File: config.mk
export PLATFORM = sky130hd
export DESIGN_NAME = b_store_buffer
export DESIGN_NICKNAME = d
export VERILOG_FILES = /design/src/rtl/b_store_buffer.sv
export SDC_FILE = /design/constraint.sdc
export NUM_CORES = 1
export LEC_CHECK = 0
export ABC_AREA = 1
export CAP_MARGIN = 20
export CORE_ASPECT_RATIO = 1.25
export CORE_MARGIN = 10
export CORE_UTILIZATION = 44
export DETAILED_ROUTE_END_ITERATION = 16
export PLACE_DENSITY = 0.7
export SYNTH_ARGS = -nofsm -noshare
export SYNTH_HDL_FRONTEND = slang
export SYNTH_SLANG_ARGS = --single-unit
File: constraint.sdc
create_clock -name clk -period 9.19 [get_ports clk]
set_input_delay 1.838 -clock clk [delete_from_list [all_inputs] [get_ports clk]]
set_output_delay 1.838 -clock clk [all_outputs]
set_load 0.05 [all_outputs]
File: src/rtl/b_store_buffer.sv
// Posted-write store buffer: the CPU enqueues stores, a two-state drain FSM
// writes them to memory in order, and loads snoop every occupied entry so the
// youngest matching store is forwarded.
module b_store_buffer #(
  parameter int unsigned width  = 32,
  parameter int unsigned addr_w = 32,
  parameter int unsigned depth  = 4
) (
  input  logic                    clk,
  input  logic                    reset,
  input  logic                    st_valid,
  output logic                    st_ready,
  input  logic [addr_w-1:0]       st_addr,
  input  logic [width-1:0]        st_data,
  output logic                    mem_we,
  output logic [addr_w-1:0]       mem_addr,
  output logic [width-1:0]        mem_wdata,
  input  logic                    mem_ack,
  input  logic [addr_w-1:0]       ld_addr,
  output logic                    ld_hit,
  output logic [width-1:0]        ld_data,
  output logic [$clog2(depth):0]  count,
  output logic                    empty
);

  localparam int unsigned PW = $clog2(depth);
  localparam int unsigned CW = PW + 1;

  typedef enum logic {
    IDLE,
    WRITE
  } state_t;

  state_t              state_q, state_d;
  logic [PW-1:0]       wr_ptr_q, rd_ptr_q;
  logic [CW-1:0]       count_q, count_d;
  logic                empty_q;
  logic [addr_w-1:0]   addr_q [depth];
  logic [width-1:0]    data_q [depth];
  logic                push, pop;

  assign st_ready  = (count_q != CW'(depth));
  assign push      = st_valid && st_ready;
  assign count     = count_q;
  assign empty     = empty_q;
  assign mem_addr  = addr_q[rd_ptr_q];
  assign mem_wdata = data_q[rd_ptr_q];
  assign count_d   = count_q + CW'(push) - CW'(pop);

  // Entry storage; payload needs no reset since occupancy comes from count.
  always_ff @(posedge clk) begin
    if (push) begin
      addr_q[wr_ptr_q] <= st_addr;
      data_q[wr_ptr_q] <= st_data;
    end
  end

  // Pointers, occupancy and FSM state.
  always_ff @(posedge clk) begin
    if (!reset) begin
      wr_ptr_q <= '0;
      rd_ptr_q <= '0;
      count_q  <= '0;
      empty_q  <= 1'b1;
      state_q  <= IDLE;
    end else begin
      if (push) wr_ptr_q <= wr_ptr_q + 1'b1;
      if (pop)  rd_ptr_q <= rd_ptr_q + 1'b1;
      count_q <= count_d;
      empty_q <= (count_d == '0);
      state_q <= state_d;
    end
  end

  // Drain FSM next state and memory request; leaving WRITE is decided from
  // count_q and push directly so the FSM does not depend on count_d.
  always_comb begin
    state_d = state_q;
    mem_we  = 1'b0;
    pop     = 1'b0;
    unique case (state_q)
      IDLE: begin
        if (count_q != '0) state_d = WRITE;
      end
      WRITE: begin
        mem_we = 1'b1;
        if (mem_ack) begin
          pop = 1'b1;
          if (count_q == CW'(1) && !push) state_d = IDLE;
        end
      end
      default: state_d = IDLE;
    endcase
  end

  // Load snoop, oldest to youngest so the youngest match wins.
  always_comb begin
    logic [PW-1:0] idx;
    idx     = '0;
    ld_hit  = 1'b0;
    ld_data = '0;
    for (int unsigned k = 0; k < depth; k++) begin
      idx = rd_ptr_q + PW'(k);
      if ((CW'(k) < count_q) && (addr_q[idx] == ld_addr)) begin
        ld_hit  = 1'b1;
        ld_data = data_q[idx];
      end
    end
  end

endmodule

==> results.md, run 1 <==
* Status: complete, no violations
* Syn_area_per_cell at 7.18 um2
* Final setup viols at 0
* Static leakage power at 9.31 nW
* Critical Path Source Type: flip-flop
* IO Count at 203
* Number of synthesized register bits at 267
* Area contributors post-synth: edfxtp_1, nand2_1, o21ai_0, nand3_1, nor2_1
* CP Capture Type: primary output
* Critical R2R Launch: count[2]
* Layout Nets at 2750
* Peak VDD IR at 0.000184 V
* Syn nets at 2623
* Root Driver: clkbuf_16
* Hold-fix buffers, CTS at 0
* Relative slew slack at 25.6%
* Vias per inst at 5.73
* TritonCTS clock tree: done
* Number of flops mapped to enable cells by yosys at 256
* Worst min path class: reg -> reg
* Final instance area at 21500 um2
* Sequential-to-total area share from yosys stat at 43.8%
* CP top delay family: simple AND/OR/NAND/NOR gates
* Skew-Pair Late Insertion Delay at 600 ps
* Most used cell, CP: nand2_1
* Resized cells post-CTS at 0
* IO Port Bufs at 202
* Slowest cell on crit path: clkdlybuf4s50_1
* Crit path cell chain: clkinv_2, buf_4, nand2_1, nand3_1, nand2_1, nand2_1, nand2_1, nor2_1, nand2_1, nor2_1, nand2_1, nor2_4, nand3_1, nand2_1, nand3_1, nand2_1, nand2_1, nand2_1, clkdlybuf4s50_1
* Vias in the first global route at 17400
* Die area at 49600 um2
* Post-DP HPWL at 47100 um
* Starting DRT DRC Count at 1758
* Final Cycle Share at 83.9%
* Share of the synthesized area in the top cell type at 42.6%
* Reg2reg path depth at 4
* Num CTS Buffers at 31
* # DRC at 0
* Area post-placement at 20500 um2
* Layout Skew at 14.5 ps
* Post-route setup TNS at 0 ps
* Unrepaired setup endpoints after global routing: no
* First-pass GRT wire length at 104000 um
* Crit Path Class: reg -> out
* Total wire length at 69100 um
* Total number of vias at 18400
* Routed length per instance at 21.5 um
* Clock sink total at 267
* Crit path buf inv count at 3
* Crit-path max FO at 56
* Floorplan row count at 82
* Grt ovf at 0
* Fillers at 3805
* Cell variety after synth at 33
* Post-route minimum period at 7710 ps
* Critical path arrival at 5880 ps
* Levels on crit path at 19
* R2R setup slack at 6290 ps
* F_max at 130 MHz
* Fraction of layout cells with a size suffix above 1 at 4.50%
* Total core area at 40300 um2
* Predominant post-synthesis flop cell: edfxtp_1
* Pwr dens at 234 nW/um2
* Initial Util at 44.8%
* Post-DRT Antenna Nets at 0
* DRT Pass-1 Iters at 7
* Htree depth at 1
* Worst setup endpoint: ld_data[31]
* Worst r2r dst: addr_q[1][5]
* Max-cap violations at 0
* CTS Buffer Depth at 3
* GRT Total Usage at 26.7%
* Postcts setup bufs at 0
* Asr flop ratio synth at 0%
* Final hold vios at 0
* Post-Syn Area at 18000 um2
* Initial antenna violation count at 7
* Slowest stage delay, CP at 830 ps
* Warnings, synthesis at 0
* Min-Delay Startpoint: wr_ptr_q[1]
* Largest net degree at the start of global routing at 84
* Post-synthesis cell count at 2514
* CTS clk-pin slew, worst paths at 60 ps
* Die W at 201 um
* Worst Max-Slew Pin Slew at 1110 ps
* P&R area growth vs syn at 19.3%
* Slew Viols, Final at 0
* DIE HEIGHT at 246 um
* CP Data Required Time at 7350 ps
* Synth area leader: edfxtp_1
* Final Wtd Congestion at 1.01
[state kept, by name (all words and copies together), names as in the netlist, named ones only]
name and flops:
state_q 1, addr_q 128, wr_ptr_q 2, data_q 128
rd_ptr_q 2, count 3, empty 1
[metrics by stage]
stage,power [mW],hold slack [ps],std cells,setup WS (ps),utilization (%)
final,5.03,543,3216,1480,53.4
after global routing,5.28,584,3215,1220,53.4
after CTS,5.03,548,3212,1560,53.3
after detailed placement,3.82,539,3154,1790,50.9
after global placement,3.79,505,3154,1840,50.9
after floorplan,3.05,490,2514,3810,-
[synthesized netlist by cell type, types with 2 or more instances]
cell type and number:
a221oi_1 32, o21ai_1 11, inv_1 158, xor2_1 29, nor3_1 3, a22oi_1 27
a21oi_1 67, edfxtp_1 256, buf_2 44, clkbuf_1 86, mux2i_1 32, inv_2 4
o21ai_0 243, dfxtp_1 11, nand3_1 187, buf_4 8, nor2_2 2, o22ai_1 37
nand2_1 1024, nand3b_1 3, o211ai_1 33, buf_1 7, nand4_1 13, ha_1 8
nor2_1 181
[logic make-up (layout without fill, tap and decap cells)]
group / count (synthesis) / count (layout) / share of synthesized area, %
buf+inv: 308 / 460 / 6.88
compound gates: 452 / 452 / 14.3
fa+ha+maj: 9 / 9 / 0.666
simple gates: 1417 / 1417 / 31.1
flops: 267 / 267 / 43.8
other cells: 0 / 4 / 0
xor+xnor: 29 / 29 / 1.41
mux: 32 / 32 / 1.78
[metal layers]
metal  vias up  global-route usage [%]  routed length (um)
met5         -                       0                  53
met4         6                    12.5                3050
met3       173                    4.83                6030
met2       942                    46.0               33700
met1      8637                    31.9               26300
li1       8682                       -                   -
[layout by cell type (no fill, tap or decap), drive strengths merged, types with 11 or more instances in the layout]
master         count
clkdlybuf4s50    194
mux2i             32
clkinv            15
a21oi             67
o22ai             37
buf               45
nand2           1025
nand3            187
clkbuf            39
nand4             13
inv              163
a221oi            32
dfxtp             11
xor2              29
o21ai            254
nor2             183
o211ai            33
edfxtp           256
a22oi             27
[tightest hold or removal path, stage by stage, from the launching register on]
cell	delay [ps]
dfxtp_1	320
inv_1	100
a21oi_1	70
[power by group]
part / switching, mW / leakage (nW) / internal [mW]
Sequential: 0.109 / 2.44 / 1.48
Combinational: 1.59 / 6.38 / 0.635
Clock: 0.527 / 0.490 / 0.686
Total: 2.23 / 9.31 / 2.80
[worst min path at each step]
stage | to | slack (ps) | cells after the start
floorplan | wr_ptr_q[1] | 490 | 2
global placement | wr_ptr_q[1] | 510 | 2
detailed placement | state_q | 540 | 2
CTS | state_q | 550 | 2
global route | state_q | 580 | 2
finish | wr_ptr_q[1] | 540 | 2
[final cells by class]
class                           instances  area, um2  area share, %
Clock inverter                         19        139          0.645
Tap cell                              546        683           3.17
Inverter                              163        614           2.85
Clock buffer                           39        856           3.98
Antenna cell                            4       10.0         0.0465
Multi-Input combinational cell       1939       8980           41.8
Timing Repair Buffer                  239       2320           10.8
Sequential cell                       267       7920           36.8
Note: power is estimated with default switching activity, not from simulation.
==> inputs of run 2 (changes only) <==
- PLACE_DENSITY: 0.7 -> 0.72
- clock period: 9.19 -> 6.6 ns (I/O delays scaled with it)
==> results.md, run 2 (synthesized netlist as in run 1, its figures left out) <==
* Status: complete, no violations (unchanged)
* Root Driver: clkbuf_16 (unchanged)
* Initial Util at 44.8% (unchanged)
* CP Capture Type: primary output (unchanged)
* Skew-Pair Late Insertion Delay at 580 ps (was 600 ps)
* Pwr dens at 317 nW/um2 (was 234 nW/um2)
* Resized cells post-CTS at 0 (unchanged)
* Slew Viols, Final at 0 (unchanged)
* Commonest non-fill, non-tap cell in the layout: nand2_1 (unchanged)
* Initial antenna violation count at 4 (was 7)
* Htree depth at 1 (unchanged)
* Layout Skew at 12.8 ps (was 14.5 ps)
* Die W at 201 um (unchanged)
* Die area at 49600 um2 (unchanged)
* Footprint of the multi-input gates at 8970 um2 (was 8980 um2)
* Met3 routed WL at 6630 um (was 6030 um)
* Reg2reg path depth at 4 (unchanged)
* GRT Total Usage at 27.4% (was 26.7%)
* # DRC at 0 (unchanged)
* Routed length per instance at 22.1 um (was 21.5 um)
* R2R setup slack at 3770 ps (was 6290 ps)
* Sequential cell area at 7920 um2 (unchanged)
* Crit-path max FO at 46 (was 56)
* TritonCTS clock tree: done (unchanged)
* Num CTS Buffers at 29 (was 31)
* Max-cap violations at 0 (unchanged)
* Vias in the first global route at 17800 (was 17400)
* First-pass GRT wire length at 106000 um (was 104000 um)
* Crit Path Class: reg -> out (unchanged)
* Worst Max-Slew Pin Slew at 1100 ps (was 1110 ps)
* Fillers at 3695 (was 3805)
* Peak VDD IR at 0.000237 V (was 0.000184 V)
* Final core utilization at 54.2% (was 53.4%)
* Starting DRT DRC Count at 2042 (was 1758)
* Critical path arrival at 4800 ps (was 5880 ps)
* Floorplan row count at 82 (unchanged)
* Post-DP HPWL at 49400 um (was 47100 um)
* Grt ovf at 0 (unchanged)
* P&R area growth vs syn at 21.1% (was 19.3%)
* CTS clk-pin slew, worst paths at 70 ps (was 60 ps)
* DR top layer: met5 (unchanged)
* Final hold vios at 0 (unchanged)
* Hold-fix buffers, CTS at 0 (unchanged)
* WL met1 at 26100 um (was 26300 um)
* Post-DRT Antenna Nets at 0 (unchanged)
* IO Count at 203 (unchanged)
* Vias per inst at 5.83 (was 5.73)
* IO Port Bufs at 202 (unchanged)
* Postcts setup bufs at 0 (unchanged)
* F_max at 163 MHz
* Total number of vias at 18800 (was 18400)
* Final Cycle Share at 92.7%
* Unrepaired setup endpoints after global routing: no (unchanged)
* Layout Nets at 2756 (was 2750)
* Metal2 WL at 34800 um (was 33700 um)
* CP Data Required Time at 5280 ps (was 7350 ps)
* Clock sink total at 267 (unchanged)
* Worst min path class: reg -> reg (unchanged)
* Fraction of layout cells with a size suffix above 1 at 5.47% (was 4.50%)
* Worst r2r dst: addr_q[1][7] (was addr_q[1][5])
* Relative slew slack at 26.8% (was 25.6%)
* Most frequent cells in the layout: nand2_1, edfxtp_1, o21ai_0, nand3_1, nor2_1 (was nand2_1, edfxtp_1, o21ai_0, clkdlybuf4s50_1, nand3_1)
* Total wire length at 70900 um (was 69100 um)
* Critical R2R Launch: count[2] (unchanged)
* Post-route setup TNS at 0 ps (unchanged)
* CTS Buffer Depth at 3 (unchanged)
* Critical Path Source Type: flip-flop (unchanged)
* Post-route minimum period at 6120 ps
* Static leakage power at 9.44 nW (was 9.31 nW)
* Total core area at 40300 um2 (unchanged)
* Final setup viols at 0 (unchanged)
* Largest net degree at the start of global routing at 81 (was 84)
* Worst setup endpoint: ld_data[2] (was ld_data[31])
* DIE HEIGHT at 246 um (unchanged)
* DRT Pass-1 Iters at 6 (was 7)
* Final Wtd Congestion at 1.05 (was 1.01)
run 2: stage by stage:
| step | total power [mW] | hold WS, ps | worst slack [ps] | instance area (um2) | cells |
|---|---|---|---|---|---|
| floorplan | 4.25 | 490 | 1740 | 18000 | 2514 |
| global placement | 5.29 | 507 | 1100 | 20900 | 3160 |
| detailed placement | 5.34 | 535 | 1070 | 20900 | 3161 |
| CTS | 6.91 | 543 | 531 | 21800 | 3214 |
| global route | 7.29 | 592 | 155 | 21800 | 3215 |
| finish | 6.93 | 537 | 483 | 21800 | 3216 |
run 2: report_power, final:
part,internal [mW],switching (mW)
sequential,2.06,0.141
clock,0.869,0.701
combinational,0.908,2.25
run 2: worst max-delay path, stage by stage (launching register included):
cell and delay, ps:
dfxtp_2 710, clkinv_2 610, buf_12 400, nand3_1 140
nand2_1 90, nand2_1 120, nand2_1 70, nor2_1 80
nand2_1 50, nor2_1 320, nand2_1 160, nor2_2 170
buf_4 430, nand3_1 150, nand2_1 90, o21ai_0 110
nand2_1 100, nand2_1 60, nand2_1 140, buf_12 160
run 2: per-layer routing:
metal,GRT usage [%],vias to the layer above
met1,31.8,8769
met3,4.92,192
met5,0,-
met2,48.0,1089
met4,13.4,6
li1,-,8703
run 2: cell type report:
cell class	count	share of cell area (%)
Clock buffer	34	3.50
Sequential cell	267	36.2
Timing Repair Buffer	247	12.6
Multi-Input combinational cell	1939	41.1
Clock inverter	19	0.647
Tap cell	546	3.13
Inverter	163	2.81
Antenna cell	1	0.0115
run 2: worst min path at each step:
stage          slack, ps           to        start  cells after the start
2_1_floorplan        490  wr_ptr_q[1]  wr_ptr_q[1]                      2
3_3_place_gp         510  wr_ptr_q[1]  wr_ptr_q[1]                      2
3_5_place_dp         530  wr_ptr_q[1]  wr_ptr_q[1]                      2
4_1_cts              540  wr_ptr_q[1]  wr_ptr_q[1]                      2
5_1_grt              590      state_q      state_q                      2
6_report             540  wr_ptr_q[1]  wr_ptr_q[1]                      2
